**config.mk**
```make
export PLATFORM = sky130hd
export DESIGN_NAME = fetch_unit_flat
export DESIGN_NICKNAME = d
export VERILOG_FILES = /design/src/rtl/fetch_unit_pkg.sv /design/src/rtl/fetch_unit_if.sv /design/src/rtl/fetch_pc_gen.sv /design/src/rtl/fetch_unit.sv /design/src/flat_wrapper.sv
export SDC_FILE = /design/constraint.sdc
export NUM_CORES = 1
export LEC_CHECK = 0
export ABC_AREA = 1
export ABC_CLOCK_PERIOD_IN_PS = 3800
export CORE_AREA = 3 3 100 93
export CTS_BUF_LIST = sky130_fd_sc_hd__clkbuf_16
export CTS_CLUSTER_DIAMETER = 50
export DETAILED_ROUTE_END_ITERATION = 12
export DIE_AREA = 0 0 103 96
export PLACE_DENSITY = 0.83
export SETUP_SLACK_MARGIN = 0.3
export SLEW_MARGIN = 15
export SYNTH_ARGS = -nofsm -noshare
export SYNTH_HDL_FRONTEND = slang
export SYNTH_SLANG_ARGS = --single-unit
```
**constraint.sdc**
```tcl
create_clock -name clk -period 3.8 [get_ports clk]
set_clock_uncertainty 0.1 [all_clocks]
set_input_delay 0.76 -clock clk [delete_from_list [all_inputs] [get_ports clk]]
set_output_delay 0.76 -clock clk [all_outputs]
set_load 0.005 [all_outputs]
```
**src/rtl/fetch_unit_pkg.sv**
```systemverilog
// ============================================================================
// Module   : fetch_unit_pkg
// Brief    : Shared state encodings and instruction constants for fetch/decode.
// Revision : 1.0
// ============================================================================
`default_nettype none

package fetch_unit_pkg;

  localparam logic [6:0] OPC_OP_IMM = 7'b001_0011;
  localparam logic [6:0] OPC_BRANCH = 7'b110_0011;
  localparam logic [6:0] OPC_JAL    = 7'b110_1111;
  localparam logic [6:0] OPC_JALR   = 7'b110_0111;

  // addi x0, x0, 0
  localparam logic [31:0] NOP = {25'd0, OPC_OP_IMM};

  typedef enum logic [2:0] {
    ST_IDLE  = 3'd0,
    ST_REQ   = 3'd1,
    ST_WAIT  = 3'd2,
    ST_HOLD  = 3'd3,
    ST_FAULT = 3'd4
  } fetch_state_e;

  function automatic logic is_ctrl_flow(input logic [6:0] opcode);
    return (opcode == OPC_BRANCH) || (opcode == OPC_JAL) || (opcode == OPC_JALR);
  endfunction

endpackage

`default_nettype wire

```
**src/rtl/fetch_unit_if.sv**
```systemverilog
// ============================================================================
// Module   : fetch_unit_if
// Brief    : Instruction-memory port and decoder handshake bundle of the fetch stage.
// Revision : 1.0
// ============================================================================
`default_nettype none

interface fetch_unit_if #(
  parameter int N = 32
);
  logic         imem_req;
  logic [N-1:0] imem_addr;
  logic         imem_gnt;
  logic         imem_rvalid;
  logic [N-1:0] imem_rdata;
  logic [N-1:0] instr;
  logic [N-1:0] pc;
  logic         instr_valid;
  logic         instr_ready;
  logic         pc_sel;
  logic [N-1:0] pc_target;
  logic         fetch_fault;

  modport master (
    output imem_req, imem_addr, instr, pc, instr_valid, fetch_fault,
    input  imem_gnt, imem_rvalid, imem_rdata, instr_ready, pc_sel, pc_target
  );

  modport slave (
    input  imem_req, imem_addr, instr, pc, instr_valid, fetch_fault,
    output imem_gnt, imem_rvalid, imem_rdata, instr_ready, pc_sel, pc_target
  );
endinterface

`default_nettype wire

```
**src/rtl/fetch_pc_gen.sv**
```systemverilog
// ============================================================================
// Module   : fetch_pc_gen
// Brief    : PC register with +4 increment, redirect load and alignment check.
//            FETCH_MISALIGN_EN: keep raw target and flag misalignment.
// Revision : 1.0
// ============================================================================
`default_nettype none

module fetch_pc_gen #(
  parameter int           N        = 32,
  parameter logic [N-1:0] RESET_PC = '0
) (
  input  logic         clk,
  input  logic         rst,
  input  logic         inc,
  input  logic         load,
  input  logic [N-1:0] target,
`ifdef FETCH_MISALIGN_EN
  output logic         misaligned,
`endif
  output logic [N-1:0] pc
);

  localparam logic [N-1:0] ALIGN_MASK = {{(N-2){1'b1}}, 2'b00};

  logic [N-1:0] pc_q;
  logic [N-1:0] pc_d;
  logic [N-1:0] target_eff;

`ifdef FETCH_MISALIGN_EN
  // The faulting target is kept verbatim so it stays visible on pc.
  assign target_eff = target;
  assign misaligned = |target[1:0];
`else
  assign target_eff = target & ALIGN_MASK;
`endif

  always_comb begin
    pc_d = pc_q;
    if (load) begin
      pc_d = target_eff;
    end else if (inc) begin
      pc_d = pc_q + N'(4);
    end
  end

  always_ff @(posedge clk) begin
    if (rst) begin
      pc_q <= RESET_PC;
    end else begin
      pc_q <= pc_d;
    end
  end

  assign pc = pc_q;

endmodule

`default_nettype wire

```
**src/rtl/fetch_unit.sv**
```systemverilog
// ============================================================================
// Module   : fetch_unit
// Brief    : Instruction fetch stage, one outstanding imem read, redirect aware.
//            FETCH_MISALIGN_EN: misaligned redirect enters sticky FAULT state.
// Revision : 1.0
// ============================================================================
`default_nettype none

module fetch_unit
  import fetch_unit_pkg::*;
#(
  parameter int           N        = 32,
  parameter logic [N-1:0] RESET_PC = '0
) (
  input  logic          clk,
  input  logic          rst,
  fetch_unit_if.master  bus
);

  fetch_state_e state_q, state_d;
  logic         drop_q, drop_d;
  logic [N-1:0] instr_q, instr_d;
  logic         redirect;
  logic         pc_inc;
  logic [N-1:0] pc_cur;

  assign redirect = bus.pc_sel &&
                    ((state_q == ST_REQ) || (state_q == ST_WAIT) || (state_q == ST_HOLD));

`ifdef FETCH_MISALIGN_EN
  logic target_misaligned;
`endif

  fetch_pc_gen #(
    .N        (N),
    .RESET_PC (RESET_PC)
  ) u_pc_gen (
    .clk        (clk),
    .rst        (rst),
    .inc        (pc_inc),
    .load       (redirect),
    .target     (bus.pc_target),
`ifdef FETCH_MISALIGN_EN
    .misaligned (target_misaligned),
`endif
    .pc         (pc_cur)
  );

  always_comb begin
    state_d = state_q;
    drop_d  = drop_q;
    instr_d = instr_q;
    pc_inc  = 1'b0;
    case (state_q)
      ST_IDLE: state_d = ST_REQ;
      ST_REQ: begin
        // A redirect coincident with the grant means the issued read used the old pc.
        if (bus.imem_gnt) begin
          state_d = ST_WAIT;
          drop_d  = redirect;
        end
      end
      ST_WAIT: begin
        if (bus.imem_rvalid) begin
          if (drop_q || redirect) begin
            drop_d  = 1'b0;
            state_d = ST_REQ;
          end else begin
            instr_d = bus.imem_rdata;
            state_d = ST_HOLD;
          end
        end else if (redirect) begin
          drop_d = 1'b1;
        end
      end
      ST_HOLD: begin
        if (redirect) begin
          state_d = ST_REQ;
        end else if (bus.instr_ready) begin
          pc_inc  = 1'b1;
          state_d = ST_REQ;
        end
      end
      default: state_d = state_q;
    endcase
`ifdef FETCH_MISALIGN_EN
    if (redirect && target_misaligned) begin
      state_d = ST_FAULT;
    end
`endif
  end

  always_ff @(posedge clk) begin
    if (rst) begin
      state_q <= ST_IDLE;
      drop_q  <= 1'b0;
      instr_q <= N'(NOP);
    end else begin
      state_q <= state_d;
      drop_q  <= drop_d;
      instr_q <= instr_d;
    end
  end

  assign bus.imem_req    = (state_q == ST_REQ);
  assign bus.imem_addr   = pc_cur;
  assign bus.instr       = instr_q;
  assign bus.pc          = pc_cur;
  assign bus.instr_valid = (state_q == ST_HOLD);
`ifdef FETCH_MISALIGN_EN
  assign bus.fetch_fault = (state_q == ST_FAULT);
`else
  assign bus.fetch_fault = 1'b0;
`endif

endmodule

`default_nettype wire

```
**src/flat_wrapper.sv**
```systemverilog
// flat-port wrapper written by rule: the top's interface ports become plain ports
module fetch_unit_flat import fetch_unit_pkg::*;
#(
  parameter int           N        = 32,
  parameter logic [N-1:0] RESET_PC = '0
)
  (clk, rst, bus_imem_req, bus_imem_addr, bus_instr, bus_pc, bus_instr_valid, bus_fetch_fault, bus_imem_gnt, bus_imem_rvalid, bus_imem_rdata, bus_instr_ready, bus_pc_sel, bus_pc_target);
  fetch_unit_if #(.N(N)) bus_i ();
  input  logic clk;
  input  logic rst;
  output wire logic [$bits(bus_i.imem_req)-1:0] bus_imem_req;
  output wire logic [$bits(bus_i.imem_addr)-1:0] bus_imem_addr;
  output wire logic [$bits(bus_i.instr)-1:0] bus_instr;
  output wire logic [$bits(bus_i.pc)-1:0] bus_pc;
  output wire logic [$bits(bus_i.instr_valid)-1:0] bus_instr_valid;
  output wire logic [$bits(bus_i.fetch_fault)-1:0] bus_fetch_fault;
  input wire logic [$bits(bus_i.imem_gnt)-1:0] bus_imem_gnt;
  input wire logic [$bits(bus_i.imem_rvalid)-1:0] bus_imem_rvalid;
  input wire logic [$bits(bus_i.imem_rdata)-1:0] bus_imem_rdata;
  input wire logic [$bits(bus_i.instr_ready)-1:0] bus_instr_ready;
  input wire logic [$bits(bus_i.pc_sel)-1:0] bus_pc_sel;
  input wire logic [$bits(bus_i.pc_target)-1:0] bus_pc_target;
  assign bus_imem_req = bus_i.imem_req;
  assign bus_imem_addr = bus_i.imem_addr;
  assign bus_instr = bus_i.instr;
  assign bus_pc = bus_i.pc;
  assign bus_instr_valid = bus_i.instr_valid;
  assign bus_fetch_fault = bus_i.fetch_fault;
  assign bus_i.imem_gnt = bus_imem_gnt;
  assign bus_i.imem_rvalid = bus_imem_rvalid;
  assign bus_i.imem_rdata = bus_imem_rdata;
  assign bus_i.instr_ready = bus_instr_ready;
  assign bus_i.pc_sel = bus_pc_sel;
  assign bus_i.pc_target = bus_pc_target;
  fetch_unit #(.N(N), .RESET_PC(RESET_PC)) u_core (.clk(clk), .rst(rst), .bus(bus_i));
endmodule
```
### Yosys cells after proc, flatten, opt, wreduce, memory -nomap -nowiden

Cells that the tools add are included.
Widths: inputs -> output; s select.

* flip-flop bits (word level): 68
* bits of input ports: 70
* output and inout bits: 99
* word-level logic and storage cells: 43

* add/sub/neg operators: 1
* equality and inequality tests: 8
* mux-type cells: 16
* bitwise logic cells: 1
* reductions and logical operators: 12

Operator list (number)
* $mux 32: 2
* $add 32x3->32 const B: 1
* $mux 3: 4
* $pmux 3 s4: 1
* $reduce_and 4->1: 2
* $mux 1: 7
* $eq 3x2->1 const B: 2
* $reduce_bool 2->1: 2
* $reduce_bool 4->1: 1
* $eq 3x1->1 const B: 1
* $logic_not 3->1: 1
* $logic_or 1x1->1: 3
* $ne 3x1->1 const B: 1
* $ne 3x2->1 const B: 1
* $ne 3x3->1 const B: 1
* $reduce_and 3->1: 1
* $mux 2: 1
* $ne 2x1->1 const B: 1
* $ne 2x2->1 const B: 1
* $pmux 1 s2: 1
* $reduce_or 2->1: 1
* $logic_and 1x1->1: 1
* $not 1->1: 1

### Longest topological paths before layout

* depth in word-level cells: 8
* mapped depth: 13
* gate-level depth less buffers: 11

### Cells and area by module

From an unflattened synthesis, not the netlist that was laid out.

* cells, all modules: 560
* area total of the unflattened synthesis: 3814.9 sq um

Modules (own cells, without submodules)
* fetch_pc_gen: instances 1, cells an instance 326, area each 2100.8 sq um
* fetch_unit: instances 1, cells an instance 234, area each 1714.1 sq um

### Worst setup path after synthesis

OpenSTA, ideal clock, no wires.

* kind: input to register
* from: input bus_instr_ready
* to: register u_core.u_pc_gen.pc_q[10] (netlist: u_core.u_pc_gen.pc[10])
* library setup time: 0.110 ns
* arrival: 1.546 ns
* path slack: 2.044 ns
* cell stages on the path: 10
* buffers on the path: 2
* path through: nand2_2 -> inv_2 -> nor2_2 -> buf_6 -> buf_6 -> nor2_1 -> nand2_1 -> nand3_1 -> nand2_1 -> inv_1

* cells in the longest elaborated chain, start to end: 4

RTL lines
* start, declared: RTL line flat_wrapper.sv:20 `input wire logic [$bits(bus_i.instr_ready)-1:0] bus_instr_ready;`
* $mux 1: RTL line fetch_unit.sv:79 `end else if (bus.instr_ready) begin`
* $mux 1: RTL line fetch_unit.sv:77 `if (redirect) begin`
* $mux 1: RTL line fetch_unit.sv:54 `case (state_q)`
* $reduce_bool 2->1 (no source line)
* end signal, assigned: RTL line fetch_pc_gen.sv:51 `pc_q <= pc_d;`
* end, declared: RTL line fetch_pc_gen.sv:26 `logic [N-1:0] pc_q;`

No other way between the ends.
A chain may end at the register's enable or synchronous reset.

### Worst setup path after layout

* from: input bus_instr_ready
* to: register u_core.u_pc_gen.pc_q[28] (netlist: u_core.u_pc_gen.pc[28])

Same word-level chain as after synthesis.

==> metrics.md <==
| Metric | Value |
|---|---|
| Run status | completed |
| Core box area | 8410 um2 |
| Post-CTS Resized | 0 |
| Vias/cell | 5.21 |
| Pre-CTS WS | 0.823 ns |
| Max Buffers Root-to-Sink | 2 |
| CTS Hold Bufs | 0 |
| EDFF count, synth | 0 |
| TritonRoute pass-1 iters | 5 |
| H-tree depth | 3 |
| Die Y | 96 um |
| Startpoint type of the worst setup path | input pin |
| Fmax | 0.375 GHz |
| Largest fanout on the critical path | 14 |
| Critical path type | input pin to register |
| Via count | 4306 |
| Fillers | 753 |
| #FFs+latches synth | 65 |
| Via count of the first global-routing pass | 4016 |
| Antenna Nets Post-Route | 0 |
| Post-Layout Cell Count | 826 |
| Leakage | 2.19 nW |
| Synth Flop Type | dfxtp_1 |
| NumNets Final | 795 |
| Met3 Wirelength | 1470 um |
| Syn Area/Cell | 6.39 um2 |
| Initial antenna violation count | 0 |
| CTS tree | done |
| Starting DRT DRC Count | 380 |
| Clock-pin slew on the worst setup and hold paths | 0.06 ns |
| Num ports | 169 |
| Port Buf Inserts | 161 |
| Fin util | 65.8% |
| Pin count of the biggest net entering global routing | 49 |
| Antenna diodes | 0 |
| Register area share after synthesis | 34.2% |
| Wire per inst | 14.4 um |
| Number of post-CTS setup repair buffers | 0 |
| CTS root buffer | clkbuf_16 |
| Drc violations | 0 |
| Chip Width | 103 um |
| Endpoints failing hold | 0 |
| Final setup vio count | 0 |
| PD cells | 528 nW/um2 |
| RSZ-0062 raised after global routing | false |
| Hold Slack | 0.367 ns |
| DP HPWL | 8790 um |
| Post-Place Cells | 810 |
| Synth cell types | 32 |
| Tot GR Track Use | 24.4% |
| Rows | 32 |
| Setup WS post-layout | 1.14 ns |
| First-pass GRT wire length | 19000 um |
| Slew Limit Fails | 0 |
| Clock Sinks | 65 |
| CTS buffer count | 9 |
| Met1 WL | 4610 um |
| Final setup TNS | 0 ns |
| Synth Instances | 596 |
| Worst vdd ir | 0.000314 V |
| Asr flop ratio synth | 0% |
| Worst min path class | register to register |
| Max-cap violations | 0 |
| Share of layout cells above drive strength 1 | 5.94% |
| Relative slew slack | 37.1% |
| Total die area | 9890 um2 |
| Syn. warnings | 0 |
| GPL Wtd Cong | 0.943 |
| Fin crit share | 70.1% |
| Remaining global-route overflow | 0 |
| WP data arrival | 2.78 ns |
| Least-Margin Pin Slew | 0.943 ns |
| Worst Path Required | 3.91 ns |
| Synth-to-layout area growth | 45.2% |
| Met2 routed WL | 5600 um |
| Final Critical Period | 2.66 ns |
| Top Layer Used | met4 |
| Crit end category | register |
| Post-Syn Area | 3810 um2 |
| Clock insertion delay at the later pin of the skew report | 0.34 ns |
| Initial Util | 45.3% |
| Final wirelength | 11900 um |
-- flip-flops by register name, summed over array words and instances (netlist names) --
name,flops
u_core.drop_q,1
u_core.u_pc_gen.pc,30
u_core.bus.instr,32
u_core.state_q,2
-- per-stage QoR --
step | cell area (um2) | power [mW]
2_1_floorplan | 3820 | 1.58
3_3_place_gp | 5220 | 2.02
3_5_place_dp | 5220 | 2.06
4_1_cts | 5530 | 2.93
5_1_grt | 5530 | 3.11
6_report | 5530 | 2.92
-- placed cells by master (no fill, tap or decap), drive strengths merged --
cell type	Yosys	final
o21a	1	1
conb	1	5
nand3	50	50
inv	57	62
a21oi	22	22
nand2	146	146
and2	1	1
or3	1	1
a22oi	2	2
bufinv	0	1
o211ai	6	6
nor3	4	4
nor2	115	115
nand4	2	2
clkinvlp	0	1
clkdlybuf4s50	0	161
o21bai	1	1
or2	1	1
dfxtp	65	65
xor2	1	1
o21ai	48	48
a31oi	7	7
buf	47	5
ha	6	6
clkbuf	11	9
a211oi	1	1
-- critical path, cell delays in order --
cell and delay [ns]:
clkdlybuf4s50_1 0.46, nand2_2 0.19, inv_2 0.15, nor2_2 0.48, inv_1 0.35, o21ai_0 0.19
inv_1 0.07, nand2_1 0.07, a21oi_1 0.05
-- cell type report --
type / instances / area (um2) / area share (%)
clock buffers: 9 / 225 / 4.07
clock inverters: 7 / 81.3 / 1.47
inverters: 57 / 216 / 3.91
multi-input cells: 420 / 1930 / 34.9
flip-flops and latches: 65 / 1300 / 23.5
well taps: 102 / 128 / 2.31
repair buffers: 166 / 1650 / 29.8
-- cell usage after synthesis (2+ instances only) --
library cell	instances	area, um2
buf_6	2	22.5
o21ai_0	48	240
nand2_1	141	529
buf_2	9	45.0
o211ai_1	6	45.0
nand3_1	50	250
nand2_2	5	31.3
nor2_2	10	62.6
dfxtp_1	65	1300
nor3_1	4	20.0
nand4_1	2	12.5
buf_4	35	263
nor2_4	4	45.0
a31oi_1	7	43.8
a22oi_1	2	15.0
inv_1	55	206
clkbuf_1	10	37.5
a21oi_1	22	110
nor2_1	101	379
ha_1	6	75.1
-- per-layer routing --
metal  GRT usage (%)  up-vias
met3            8.48       27
met4            9.60        0
li1                -     2107
met1            29.0     1955
met5               0        -
met2            40.2      217
-- where the power goes --
part / total (mW) / switching [mW] / internal [mW]
registers: 0.965 / 0.151 / 0.814
clock network: 0.865 / 0.346 / 0.519
logic: 1.09 / 0.532 / 0.558
total: 2.92 / 1.03 / 1.89
-- worst paths after layout --
check | cells after the start | end | startpoint | slack [ns]
worst max-delay path | 9 | u_core.u_pc_gen.pc[28] | bus_instr_ready | 1.14
worst min register to register | 2 | u_core.bus.instr[4] | u_core.bus.instr[4] | 0.37
worst min-delay path | 2 | u_core.bus.instr[4] | u_core.bus.instr[4] | 0.37
worst max register to register | 9 | u_core.u_pc_gen.pc[28] | u_core.state_q[0] | 1.41
-- logic make-up after synthesis --
logic type / Yosys count / synth area share [%]
and+or+nand+nor: 320 / 35.4
buffers and inverters: 115 / 15.6
AOI/OAI and AO/OA: 88 / 12.5
DFF: 65 / 34.2
adders and majority gates: 6 / 1.97
xor gates and xnor gates: 1 / 0.230
other: 1 / 0.0985
Power figures use the tool's default switching activity.
